==> config.mk <==
export PLATFORM = sky130hd
export DESIGN_NAME = fp32_to_int32_iter
export DESIGN_NICKNAME = d
export VERILOG_FILES = /design/src/rtl/fp32_to_int32_iter.sv
export SDC_FILE = /design/constraint.sdc
export NUM_CORES = 1
export LEC_CHECK = 0
export ABC_AREA = 1
export CORE_AREA = 2 2 135 137
export CTS_BUF_LIST = sky130_fd_sc_hd__clkbuf_4 sky130_fd_sc_hd__clkbuf_8
export DETAILED_ROUTE_END_ITERATION = 10
export DIE_AREA = 0 0 137 139
export GPL_TIMING_DRIVEN = 1
export HOLD_SLACK_MARGIN = 0.05
export PLACE_DENSITY_LB_ADDON = 0.08
export SLEW_MARGIN = 20
export SYNTH_ARGS = -nofsm -noshare
export SYNTH_HDL_FRONTEND = slang
export SYNTH_SLANG_ARGS = --single-unit
==> constraint.sdc <==
create_clock -name clk -period 3.05 [get_ports clk]
set_input_delay 0.7625 -clock clk [delete_from_list [all_inputs] [get_ports clk]]
set_output_delay 0.7625 -clock clk [all_outputs]
set_load 0.02 [all_outputs]
==> src/rtl/fp32_to_int32_iter.sv <==
// fp32_to_int32_iter: multi-cycle FP32 -> signed INT32 converter.
// The significand is aligned by an iterative shifter moving up to STEP bits
// per cycle. The result is truncated toward zero and saturated on overflow.
// Input and output each use a valid/ready handshake, and only one operation
// is in flight at a time.
module fp32_to_int32_iter #(
  parameter int STEP = 4
) (
  input  logic        clk,
  input  logic        reset,
  input  logic        in_valid,
  output logic        in_ready,
  input  logic [31:0] in_data,
  output logic        out_valid,
  input  logic        out_ready,
  output logic [31:0] out_data,
  output logic        out_ovf,
  output logic        out_nv
);

  typedef enum logic [1:0] {
    IDLE,
    SHIFT,
    FINISH,
    HOLD
  } state_t;

  localparam logic [4:0]  STEP_W    = 5'(STEP);
  localparam logic [31:0] INT_MAX   = 32'h7FFF_FFFF;
  localparam logic [31:0] INT_MIN   = 32'h8000_0000;
  localparam logic [31:0] NEG_2P31  = 32'hCF00_0000;
  localparam logic [7:0]  EXP_ONE   = 8'd127;
  localparam logic [7:0]  EXP_ALIGN = 8'd150;
  localparam logic [7:0]  EXP_SAT   = 8'd158;

  state_t      state;
  logic [31:0] work;
  logic [4:0]  count;
  logic        dir_left;
  logic        sign;
  logic        ovf_pend;
  logic        nv_pend;

  // Operand fields
  logic [7:0]  exp_in;
  logic [22:0] mant_in;

  // Values loaded on accept
  logic [31:0] ld_work;
  logic [4:0]  ld_count;
  logic        ld_left;
  logic        ld_sign;
  logic        ld_ovf;
  logic        ld_nv;

  // Per-cycle shift amount
  logic [4:0]  shift_amt;

  assign exp_in   = in_data[30:23];
  assign mant_in  = in_data[22:0];
  assign in_ready = (state == IDLE);

  // Decode the incoming operand. Special cases preload the final value with
  // the sign cleared, so FINISH passes it through without negation.
  always_comb begin
    ld_work  = {8'b0, 1'b1, mant_in};
    ld_count = '0;
    ld_left  = 1'b0;
    ld_sign  = in_data[31];
    ld_ovf   = 1'b0;
    ld_nv    = 1'b0;
    if (exp_in == 8'hFF && mant_in != '0) begin
      ld_work = INT_MAX;
      ld_sign = 1'b0;
      ld_nv   = 1'b1;
    end else if (exp_in < EXP_ONE) begin
      ld_work = '0;
      ld_sign = 1'b0;
    end else if (in_data == NEG_2P31) begin
      ld_work = INT_MIN;
      ld_sign = 1'b0;
    end else if (exp_in >= EXP_SAT) begin
      ld_work = in_data[31] ? INT_MIN : INT_MAX;
      ld_sign = 1'b0;
      ld_ovf  = 1'b1;
    end else if (exp_in >= EXP_ALIGN) begin
      ld_count = 5'(exp_in - EXP_ALIGN);
      ld_left  = 1'b1;
    end else begin
      ld_count = 5'(EXP_ALIGN - exp_in);
      ld_left  = 1'b0;
    end
  end

  // Shift by STEP bits, or by whatever remains if that is fewer.
  always_comb begin
    shift_amt = (count < STEP_W) ? count : STEP_W;
  end

  // Converter FSM with registered outputs
  always_ff @(posedge clk or posedge reset) begin
    if (reset) begin
      state     <= IDLE;
      work      <= '0;
      count     <= '0;
      dir_left  <= 1'b0;
      sign      <= 1'b0;
      ovf_pend  <= 1'b0;
      nv_pend   <= 1'b0;
      out_data  <= '0;
      out_valid <= 1'b0;
      out_ovf   <= 1'b0;
      out_nv    <= 1'b0;
    end else begin
      case (state)
        IDLE: begin
          if (in_valid) begin
            work     <= ld_work;
            count    <= ld_count;
            dir_left <= ld_left;
            sign     <= ld_sign;
            ovf_pend <= ld_ovf;
            nv_pend  <= ld_nv;
            state    <= (ld_count != '0) ? SHIFT : FINISH;
          end
        end
        SHIFT: begin
          if (dir_left) begin
            work <= work << shift_amt;
          end else begin
            work <= work >> shift_amt;
          end
          count <= count - shift_amt;
          if (count == shift_amt) begin
            state <= FINISH;
          end
        end
        FINISH: begin
          out_data  <= sign ? (-work) : work;
          out_ovf   <= ovf_pend;
          out_nv    <= nv_pend;
          out_valid <= 1'b1;
          state     <= HOLD;
        end
        HOLD: begin
          if (out_ready) begin
            out_valid <= 1'b0;
            state     <= IDLE;
          end
        end
        default: state <= IDLE;
      endcase
    end
  end

endmodule

Word level (Yosys, flattened, before mapping)
Index checks and enable logic that the tools add are counted.
W data, S select, Z words.
{"block": "op_classes", "addsub": 4, "n_mul": 0, "n_div": 0, "n_lt_le_gt_ge": 4, "n_eq_ne": 9, "shifts": 2, "muxes": 38, "bitwise_logic": 0, "n_reduce_logical": 10}
{"cell": "$mux W32", "count": 8}
{"cell": "$pmux W32 S2", "count": 1}
{"cell": "$mux W5", "count": 7}
{"cell": "$eq A32 B32 Y1 const B", "count": 1}
{"cell": "$neg A32 Y32", "count": 1}
{"cell": "$shl A32 B5 Y32", "count": 1}
{"cell": "$shr A32 B5 Y32", "count": 1}
{"cell": "$reduce_bool A23 Y1", "count": 1}
{"cell": "$ge A8 B8 Y1 const B", "count": 2}
{"cell": "$mux W1", "count": 15}
{"cell": "$pmux W5 S2", "count": 1}
{"cell": "$eq A8 B8 Y1 const B", "count": 1}
{"cell": "$lt A8 B7 Y1 const B", "count": 1}
{"cell": "$mux W2", "count": 4}
{"cell": "$pmux W2 S4", "count": 1}
{"cell": "$ne A2 B2 Y1 const B", "count": 3}
{"cell": "$reduce_and A2 Y1", "count": 3}
{"cell": "$eq A5 B5 Y1", "count": 1}
{"cell": "$lt A5 B3 Y1 const B", "count": 1}
{"cell": "$reduce_bool A5 Y1", "count": 1}
{"cell": "$sub A5 B5 Y5", "count": 1}
{"cell": "$sub A5 B5 Y5 const A", "count": 1}
{"cell": "$sub A5 B5 Y5 const B", "count": 1}
{"cell": "$eq A2 B2 Y1 const B", "count": 2}
{"cell": "6 further kinds", "count": 7}
{"block": "word_totals", "reg_bits": 78, "latchBits": 0, "ram_bits": 0, "mem_bits_ro": 0, "input_bits": 36, "out_inout_bits": 36, "word_cells": 78, "n_memories": 0}

Logic depth before layout (Yosys ltp)
Gate-level depths: netlist of run 1.
{"block": "depth", "word_depth": 10, "mapped_depth": 14, "mapped_depth_nobuf": 13}

Worst setup path after synthesis of run 1
OpenSTA, ideal clock, no wires.
{"block": "synth_path", "path_type": "input port to flip-flop", "from": "in in_data[23]", "to": "reg work[18]", "setup_time_ns": 0.076, "t_arrival_ns": 1.971, "setup_slack_ns": 1.003, "cell_stages": 14, "path_cell_list": "inv_1 ha_1 nor2_1 nor2_1 nand2_1 nand2_1 nand2_1 clkbuf_1 o21ai_0 o21ai_0 nand2_1 nand2_1 nand2_1 o21ai_1"}
{"block": "synth_between", "elab_chain_cells": 7}
{"element": "start: declaration", "line": "13", "text": "input logic [31:0] in_data,"}
{"element": "$ge A8 B8 Y1", "line": "82", "text": "end else if (exp_in >= EXP_SAT) begin"}
{"element": "$mux W32", "line": "82"}
{"element": "$mux W32", "line": "79", "text": "end else if (in_data == NEG_2P31) begin"}
{"element": "$mux W32", "line": "76", "text": "end else if (exp_in < EXP_ONE) begin"}
{"element": "$mux W32 *", "line": "72", "text": "if (exp_in == 8'hFF && mant_in != '0) begin"}
{"element": "$mux W32 *", "line": "117", "text": "if (in_valid) begin"}
{"element": "$pmux W32 S2 *", "line": "115", "text": "case (state)"}
{"element": "end signal: assignment", "line": "118", "text": "work <= ld_work;"}
{"element": "end signal: assignment", "line": "129", "text": "work <= work << shift_amt;"}
{"element": "end signal: assignment", "line": "131", "text": "work <= work >> shift_amt;"}
{"element": "end: declaration", "line": "37", "text": "logic [31:0] work;"}
Every way passes the cells marked *; elsewhere a longest branch is shown, timed or not. The select of a mux whose other input is x is not followed.
A chain may end at the register's enable or synchronous reset.

Final worst setup path of run 1
{"block": "layout_path", "from": "reg state[0]", "to": "out in_ready"}
{"block": "layout_between", "elab_chain_cells": 1}
{"element": "start: declaration", "line": "36", "text": "state_t state;"}
{"element": "start signal: assignment", "line": "124", "text": "state <= (ld_count != '0) ? SHIFT : FINISH;"}
{"element": "$logic_not A2 Y1", "line": "61", "text": "assign in_ready = (state == IDLE);"}
{"element": "end: declaration", "line": "12", "text": "output logic in_ready,"}
Every way passes these cells.

==> results of run 1 <==
## kinds of logic (layout without fill, tap and decap cells)
group	count (synthesis)	count (layout)	synth area share, %
AND/OR/NAND/NOR	744	744	46.05
adder cells (fa/ha/maj)	9	9	1.618
XOR/XNOR	19	19	2.392
buffers and inverters	151	213	8.811
other	1	1	0.05390
AO/OA/AOI/OAI	161	161	13.02
flip-flops	78	78	28.05
## how the worst max path moves through the flow
stage | slack, ps | cells past startpoint | endpoint | start
after floorplan | 290 | 1 | count[0] | reset
after global placement | 110 | 12 | work[7] | in_data[24]
after detailed placement | 80 | 12 | work[7] | in_data[24]
after CTS | 440 | 3 | in_ready | state[0]
after global routing | 240 | 12 | work[7] | in_data[24]
final | 460 | 3 | in_ready | state[0]
## metrics by stage
stage	hold slack (ps)	worst slack, ps	instances
2_1_floorplan	449.4	292.5	1163
3_3_place_gp	454.8	114.3	1438
3_5_place_dp	464.0	83.73	1438
4_1_cts	487.5	438.2	1454
5_1_grt	507.0	236.8	1454
6_report	482.6	463.9	1454
## layout make-up
type / count / area, µm²
Sequential cell: 78 / 1952
Inverter: 96 / 361.6
Tap cell: 229 / 286.5
Clock buffer: 9 / 123.9
Fill cell: 1933 / 9462
Multi-Input combinational cell: 934 / 4404
Timing Repair Buffer: 101 / 960.9
Clock inverter: 7 / 106.4
## worst max-delay path: cells and delay by family, from the launching register on
family | cells | cell delay [ps]
buf+inv | 2 | 730
flops | 1 | 430
fa+ha+maj | 1 | 260
## registers in the layout, summed over array words and instances (netlist names)
| register | flops |
|---|---|
| sign | 1 |
| out_data | 32 |
| out_ovf | 1 |
| dir_left | 1 |
| count | 5 |
| nv_pend | 1 |
| state | 2 |
| out_nv | 1 |
| work | 32 |
| out_valid | 1 |
| ovf_pend | 1 |
## power by group through the flow
stage / Sequential (mW) / Clock [mW] / Combinational (mW)
after floorplan: 2.24 / 0 / 3.79
after global placement: 2.24 / 0 / 5.69
after detailed placement: 2.24 / 0 / 5.70
after CTS: 2.22 / 0.969 / 5.71
after global routing: 2.30 / 1.01 / 6.44
final: 2.25 / 0.948 / 5.77
## cell usage after synthesis, drive strengths merged
cell	count
clkbuf	22
ha	9
a31oi	19
or2	14
nand2	359
buf	33
o211ai	15
inv	95
and2	1
clkinv	1
o31ai	3
a41oi	1
o21ai	83
nor3	9
nand3	188
xnor2	4
nor2	155
nand3b	7
o221ai	1
o22ai	3
nand4	10
xor2	15
conb	1
and3	1
o21bai	1
o2bb2ai	1
a21oi	34
dfrtp	78
## metal layers
layer	vias up	track usage [%]
met5	-	0
met4	0	8.030
met3	40	3.399
met2	343	39.80
met1	3681	39.16
li1	3938	-
==> flow_summary_export.csv, run 1 <==
group,metric,value,unit
finish,diodes,0,
sta,slew_headroom,36.66,%
setup_path,cp_cell_sequence,"inv_1, ha_1, clkdlybuf4s50_1",
setup_path,startpoint_type,"flop",
place,hpwl,18850,µm
drt,wl_per_cell,17.03,µm
drt,drtPass1Iterations,6,
clock_network,cts_resized,0,
place,gp_congestion,0.9263,
global_route,grt_pass1_vias,7271,
floorplan,die_y,139,µm
place,place_area,7965,µm²
floorplan,die_area,19040,µm²
sta,period_needed,2586,ps
power_and_ir_drop,power-per-cell-area,1093,nW/µm²
global_route,grt_overflow,0,
run_status,status,"completed",
clock_network,cts.sinks,78,
logic_synthesis,yosys_register_bits,78,
setup_path,crit_slowest_cell,"clkdlybuf4s50_1",
sta,worst_pin_slew,949.1,ps
drt,drtIter0Drc,811,
sta,timing.final.crit_share,84.79,%
floorplan,die_width,137,µm
clock_network,clk_pin_slew,100,ps
logic_synthesis,yosys.area.top_type_share,28.05,%
logic_synthesis,yosys_warnings,0,
logic_synthesis,synth_area_leaders,"dfrtp_1 28%, nand2_1 19%, nand3_1 14%, nor2_1 7.9%, o21ai_0 5.2%",
drt,wirelength,24760,µm
global_route,grt_first_pass_wirelength,39640,µm
drt,ant_nets,0,
clock_network,cts_buffer_depth,2,
min_path,hold_end,"out_ovf",
logic_synthesis,syn-cell-area,6958,µm²
drt,dr_wl_met2,10890,µm
setup_path,cp.required,2290,ps
clock_network,numCtsBuffers,9,
setup_path,cpPeakStageDelay,640,ps
power_and_ir_drop,power_switching,4.924,mW
sta,tns,0,ps
global_route,grt_max_degree,46,
power_and_ir_drop,intPower,4.037,mW
global_route,grtUsageTotal,26.45,%
setup_path,r2r-start,"state[1]",
drt,via_per_inst,5.503,
finish,layout_common_cells,"356 x nand2_1, 188 x nand3_1, 146 x nor2_1",
floorplan,core,17660,µm²
drt,vias,8002,
power_and_ir_drop,ir_worst_vdd,0.3957,mV
clock_network,htreeDepth,3,
min_path,hold_start,"out_ovf",
finish,final_cell_area,8195,µm²
logic_synthesis,syn-num-nets,1208,
sta,setup_viol,0,
sta,final_max_slew_viol_count,0,
clock_network,hold_buffers,0,
finish,area_delta_synth_final,17.78,%
sta,clock_skew,13.41,ps
setup_path,cp-end-kind,"primary output",
floorplan,start_util,39.41,%
logic_synthesis,syn_area_per_cell,5.983,µm²
logic_synthesis,syn_inst,1163,
run,cap_violations,0,
power_and_ir_drop,pwr-share-clk,10.6,%
finish,drive_above_1_share,6.857,%
power_and_ir_drop,seqPwrFrac,25.1,%
logic_synthesis,ys_seq_area_share,28.05,%
floorplan,io_pins,72,
logic_synthesis,synth_top_cell_by_area,"dfrtp_1",
drt,wl_met1,11510,µm
sta,finalHoldViolations,0,
clock_network,tritoncts,"yes",
clock_network,insertion_delay,390,ps
setup_path,ff2ff_setup_slack,490,ps
power_and_ir_drop,sw_frac_of_total,54.95,%
floorplan,num_rows,49,
drt,top_layer_used,"met4",
clock_network,post_cts_buffers,0,
clock_network,cts_root_buf,"clkbuf_8",
power_and_ir_drop,p_leak,3.855,nW
global_route,antenna_found_initial,0,
finish,nNetsFinal,1265,
setup_path,path_max_fanout,4,
min_path,hold_path_class,"flop to flop",
setup_path,worstRegToRegCells,10,
min_path,whs_path_depth,2,
power_and_ir_drop,p_total,8.962,mW
logic_synthesis,yosysUniqueCellTypes,41,
drt,dr_wl_met3,1852,µm
setup_path,regToRegEndpoint,"work[29]",
finish,layout_commonest_cell,"nand2_1",
setup_path,criticalPathCategory,"flop to primary output",
finish,utilization,46.41,%
sta,rsz0062_at_grt,"no",
sta,fmax,386.7,MHz
place,port_buffers,71,
power_and_ir_drop,p_comb_share,64.4,%
drt,drc,0,
setup_path,cp_data_arrival_time,1820,ps
No activity file was read; power rests on OpenSTA's default activity.
==> run 2: changes to the inputs <==
- clock period: 3.05 -> 2.5 ns (I/O delays scaled with it)
==> run 2 against run 1 <==
Via count up 2.6%; register-to-register slack got worse by 290 ps; setup slack worse by 260 ps; design area is 5.6% higher; die area unchanged; final cell count rose by 4.0%; first-iteration DRC count increased by 5.2%; core utilization increased by 2.6 points; wire length rose by 2.1%.
==> flow_summary_export.csv, run 2 (synthesized netlist as in run 1, its figures left out) <==
group,metric,value,unit
run_status,status,"completed",
drt,vias,8210,
setup_path,path_max_fanout,18,
drt,drtPass1Iterations,5,
clock_network,htreeDepth,3,
floorplan,die_y,139,µm
sta,final_max_slew_viol_count,0,
clock_network,cts_buffer_depth,2,
finish,layout_common_cells,"355 x nand2_1, 188 x nand3_1, 145 x nor2_1",
setup_path,criticalPathCategory,"flop to flop",
setup_path,cp.required,2820,ps
drt,wirelength,25290,µm
sta,rsz0062_at_grt,"no",
setup_path,cp-end-kind,"flop",
run,cap_violations,0,
sta,setup_viol,0,
finish,area_delta_synth_final,24.38,%
sta,finalHoldViolations,0,
place,port_buffers,71,
sta,clock_skew,15.42,ps
global_route,grt_pass1_vias,7627,
min_path,hold_path_class,"flop to flop",
floorplan,num_rows,49,
place,place_area,8441,µm²
drt,drtIter0Drc,853,
floorplan,start_util,39.41,%
place,gp_congestion,0.9655,
drt,ant_nets,0,
global_route,grt_overflow,0,
sta,timing.final.crit_share,92.00,%
power_and_ir_drop,p_comb_share,67.5,%
power_and_ir_drop,p_leak,4.146,nW
sta,whs,481.7,ps
place,place_inst,1496,
global_route,grt_max_degree,79,
clock_network,hold_buffers,0,
drt,via_per_inst,5.430,
power_and_ir_drop,intPower,5.102,mW
power_and_ir_drop,power-per-cell-area,1296,nW/µm²
global_route,grtUsageTotal,27.29,%
clock_network,cts_root_buf,"clkbuf_8",
finish,diodes,0,
sta,tns,0,ps
setup_path,cp_data_arrival_time,2620,ps
clock_network,numCtsBuffers,9,
setup_path,startpoint_type,"flop",
finish,utilization,49.02,%
floorplan,die_width,137,µm
finish,final_cell_area,8655,µm²
power_and_ir_drop,sw_frac_of_total,54.50,%
place,hpwl,19570,µm
floorplan,core,17660,µm²
clock_network,tritoncts,"yes",
drt,wl_per_cell,16.73,µm
clock_network,insertion_delay,390,ps
power_and_ir_drop,power_switching,6.112,mW
clock_network,cts.sinks,78,
global_route,antenna_found_initial,0,
global_route,grt_first_pass_wirelength,40850,µm
power_and_ir_drop,ir_worst_vdd,0.4570,mV
power_and_ir_drop,pwr-share-clk,9.4,%
finish,fill_cells,1910,
finish,drive_above_1_share,11.22,%
finish,layoutNonFillerInstCount,1512,
floorplan,io_pins,72,
sta,fmax,434.8,MHz
sta,period_needed,2300,ps
finish,nNetsFinal,1323,
power_and_ir_drop,seqPwrFrac,23.1,%
finish,top_regs,"out_data: 32 flops, work: 32 flops, count: 5 flops",
clock_network,clk_pin_slew,100,ps
drt,drc,0,
floorplan,die_area,19040,µm²
finish,layout_commonest_cell,"nand2_1",
[run 2: cell count changes in the layout (fill, tap and decap cells not counted), sizes merged]
| cell | before | now |
|---|---|---|
| bufinv | 2 | 1 |
| clkinvlp | 2 | 3 |
| buf | 30 | 88 |
| clkdlybuf4s50 | 71 | 70 |
| dlymetal6s2s | 0 | 1 |
[run 2: path summary, 6_finish.rpt]
| check | startpoint | end | slack, ps | cells after the start |
|---|---|---|---|---|
| worst max-delay path | state[1] | work[23] | 200 | 10 |
| worst min-delay path | out_data[30] | out_data[30] | 480 | 2 |
| worst max register to register | state[1] | work[23] | 200 | 10 |
| worst min register to register | out_data[30] | out_data[30] | 480 | 2 |
| max in group asynchronous | reset | work[28] | 1470 | 3 |
| min in group asynchronous | reset | out_data[2] | 690 | 3 |
[run 2: critical path, cell delays in order, from the launching register on]
cell     delay [ps]
dfrtp_1         410
inv_1           100
ha_1            310
inv_2           110
nor2_2          290
nand2_1         130
inv_2           330
nand3_1         180
nand2_1         160
nor2_1           90
a21oi_1         120
[run 2: power groups by stage]
stage | registers (mW) | logic [mW] | clock network, mW
after floorplan | 2.74 | 4.63 | 0
after global placement | 2.60 | 7.43 | 0
after detailed placement | 2.59 | 7.45 | 0
after CTS | 2.56 | 7.49 | 1.08
after global routing | 2.67 | 8.43 | 1.12
final | 2.59 | 7.57 | 1.05
[run 2: metal layers]
metal / vias up / wire length (µm) / track usage (%)
li1: 4056 / - / -
met1: 3739 / 11650 / 40.36
met2: 375 / 11120 / 41.08
met3: 40 / 2046 / 4.313
met4: 0 / 477 / 7.216
met5: - / 0 / 0
[run 2: cell type report]
class	count	area, µm²	share of cell area, %
tap	229	286.5	3.311
inverter	96	364.1	4.207
timing repair buffer	159	1436	16.60
clock buffer	9	123.9	1.431
sequential	78	1952	22.55
clock inverter	7	82.58	0.9542
multi-input combinational	934	4409	50.95
[run 2: through the flow]
step	total power, mW	worst slack, ps
floorplan	7.364	590.3
global placement	10.02	-250.4
detailed placement	10.04	-240.6
CTS	11.12	48.67
global route	12.21	26.16
finish	11.21	200.0
[run 2: timing repair]
action / in CTS / in global routing
gates resized for setup: 0 / 3
setup buffers: 0 / 0
endpoints found under the setup margin: 0 / 19
==> run 3: changes to the inputs <==
- CORE_AREA: 2 2 135 137 -> 2 2 121 123
- DIE_AREA: 0 0 137 139 -> 0 0 123 125
==> run 3 against run 2 <==
Hold slack gained 6.0 ps; clock power shrank 5%; combinational power shrank 0.9%; design area shrank 1.4%; total power shrank 0.77%; maximum frequency shrank 1.2%; first-iteration DRC count grew 32%; critical endpoint is now count[1].
==> flow_summary_export.csv, run 3 (synthesized netlist as in run 1, its figures left out) <==
group,metric,value,unit
run_status,status,"completed",
setup_path,cp-end-kind,"flop",
drt,drtIter0Drc,1122,
clock_network,cts_buffer_depth,2,
global_route,grtUsageTotal,32.04,%
sta,period_needed,2329,ps
floorplan,io_pins,72,
sta,rsz0062_at_grt,"no",
global_route,grt_max_degree,79,
clock_network,tritoncts,"yes",
floorplan,start_util,48.99,%
global_route,grt_overflow,0,
finish,diodes,0,
power_and_ir_drop,p_leak,4.104,nW
setup_path,worstRegToRegCells,10,
drt,wirelength,24050,µm
drt,ant_nets,0,
run,cap_violations,0,
finish,top_regs,"out_data: 32 flops, work: 32 flops, count: 5 flops",
finish,layout_common_cells,"356 x nand2_1, 188 x nand3_1, 145 x nor2_1",
setup_path,path_max_fanout,4,
min_path,hold_start,"out_data[6]",
clock_network,cts.sinks,78,
place,dp_slack,-216.8,ps
power_and_ir_drop,power-per-cell-area,1303,nW/µm²
setup_path,cpPeakStageDelay,540,ps
finish,layout_commonest_cell,"nand2_1",
clock_network,htreeDepth,3,
place,port_buffers,71,
floorplan,die_y,125,µm
clock_network,hold_buffers,0,
global_route,antenna_found_initial,0,
sta,timing.final.crit_share,93.15,%
setup_path,criticalPathCategory,"input port to flop",
finish,drive_above_1_share,10.45,%
sta,clock_skew,17.14,ps
power_and_ir_drop,p_total,11.13,mW
finish,nNetsFinal,1313,
finish,regArea,1952,µm²
setup_path,cp_cell_sequence,"clkdlybuf4s50_1, buf_4, ha_1, inv_1, nor2_1, nand2_1, nor2_1, inv_1, nor2_1, nor2_2, nand2_1, nand2_1, o211ai_1, o21ai_0",
min_path,hold_path_class,"flop to flop",
setup_path,cp_data_arrival_time,2600,ps
sta,worst_slack,171.2,ps
setup_path,startpoint_type,"input port",
global_route,grt_first_pass_wirelength,38560,µm
sta,setup_viol,0,
power_and_ir_drop,ir_worst_vdd,0.5445,mV
finish,fill_cells,1445,
setup_path,r2r-start,"state[1]",
floorplan,die_area,15380,µm²
drt,drtPass1Iterations,8,
clock_network,cts_root_buf,"clkbuf_8",
sta,finalHoldViolations,0,
global_route,grt_pass1_vias,7481,
setup_path,ff2ff_setup_slack,240,ps
finish,area_delta_synth_final,22.69,%
clock_network,insertion_delay,400,ps
floorplan,core,14200,µm²
place,hpwl,18560,µm
drt,drc,0,
setup_path,cp.required,2770,ps
clock_network,clk_pin_slew,90,ps
setup_path,crit_slowest_cell,"clkdlybuf4s50_1",
finish,multi_input_area,4407,µm²
sta,fmax,429.4,MHz
drt,via_per_inst,5.673,
floorplan,num_rows,44,
sta,final_max_slew_viol_count,0,
min_path,hold_end,"out_data[6]",
finish,utilization,60.10,%
place,gp_congestion,0.9879,
drt,wl_per_cell,16.50,µm
drt,vias,8265,
sta,whs,487.8,ps
clock_network,numCtsBuffers,9,
setup_path,regToRegEndpoint,"work[30]",
floorplan,die_width,123,µm
min_path,whs_path_depth,2,
run 3: final cells by class:
| type | count | area share [%] |
|---|---|---|
| Clock buffer | 9 | 1.451 |
| Timing Repair Buffer | 149 | 16.24 |
| Clock inverter | 7 | 0.8647 |
| Tap cell | 184 | 2.697 |
| Multi-Input combinational cell | 934 | 51.62 |
| Inverter | 96 | 4.265 |
| Sequential cell | 78 | 22.86 |
run 3: how the worst max path moves through the flow:
stage / from / to / cells after the start
CTS: state[0] / in_ready / 3
floorplan: in_data[23] / work[18] / 14
global placement: in_data[24] / work[23] / 13
detailed placement: in_data[24] / state[0] / 14
global route: in_data[24] / state[1] / 13
finish: in_data[24] / count[1] / 14
run 3: power by group:
part	switching, mW	internal (mW)	total (mW)
combinational	4.77	2.73	7.50
sequential	0.709	1.92	2.63
clock	0.604	0.395	0.999
total	6.09	5.04	11.1
run 3: worst max-delay path, delay by kind of cell:
family          cells  cell delay (ps)
compound gates      2              200
fa+ha+maj           1              180
buf+inv             4              780
simple gates        7              800
run 3: layer usage:
layer	vias up	global-route usage, %	routed length [µm]
met1	3793	45.76	10630
li1	4024	-	-
met4	0	11.76	649
met5	-	0	0
met3	50	5.611	2207
met2	398	48.42	10550
run 3: per-stage QoR:
stage	area [µm²]	TNS, ps	cells
floorplan	6962	0	1163
detailed placement	8307	-3357	1439
global placement	8307	-2596	1439
global route	8537	0	1457
CTS	8504	0	1455
finish	8537	0	1457
run 3: repair_timing:
| action | CTS | global route |
|---|---|---|
| setup buffers | 0 | 2 |
| endpoints found under the hold margin | 0 | 0 |
| endpoints found under the setup margin | 0 | 5 |
| resized for setup | 0 | 2 |
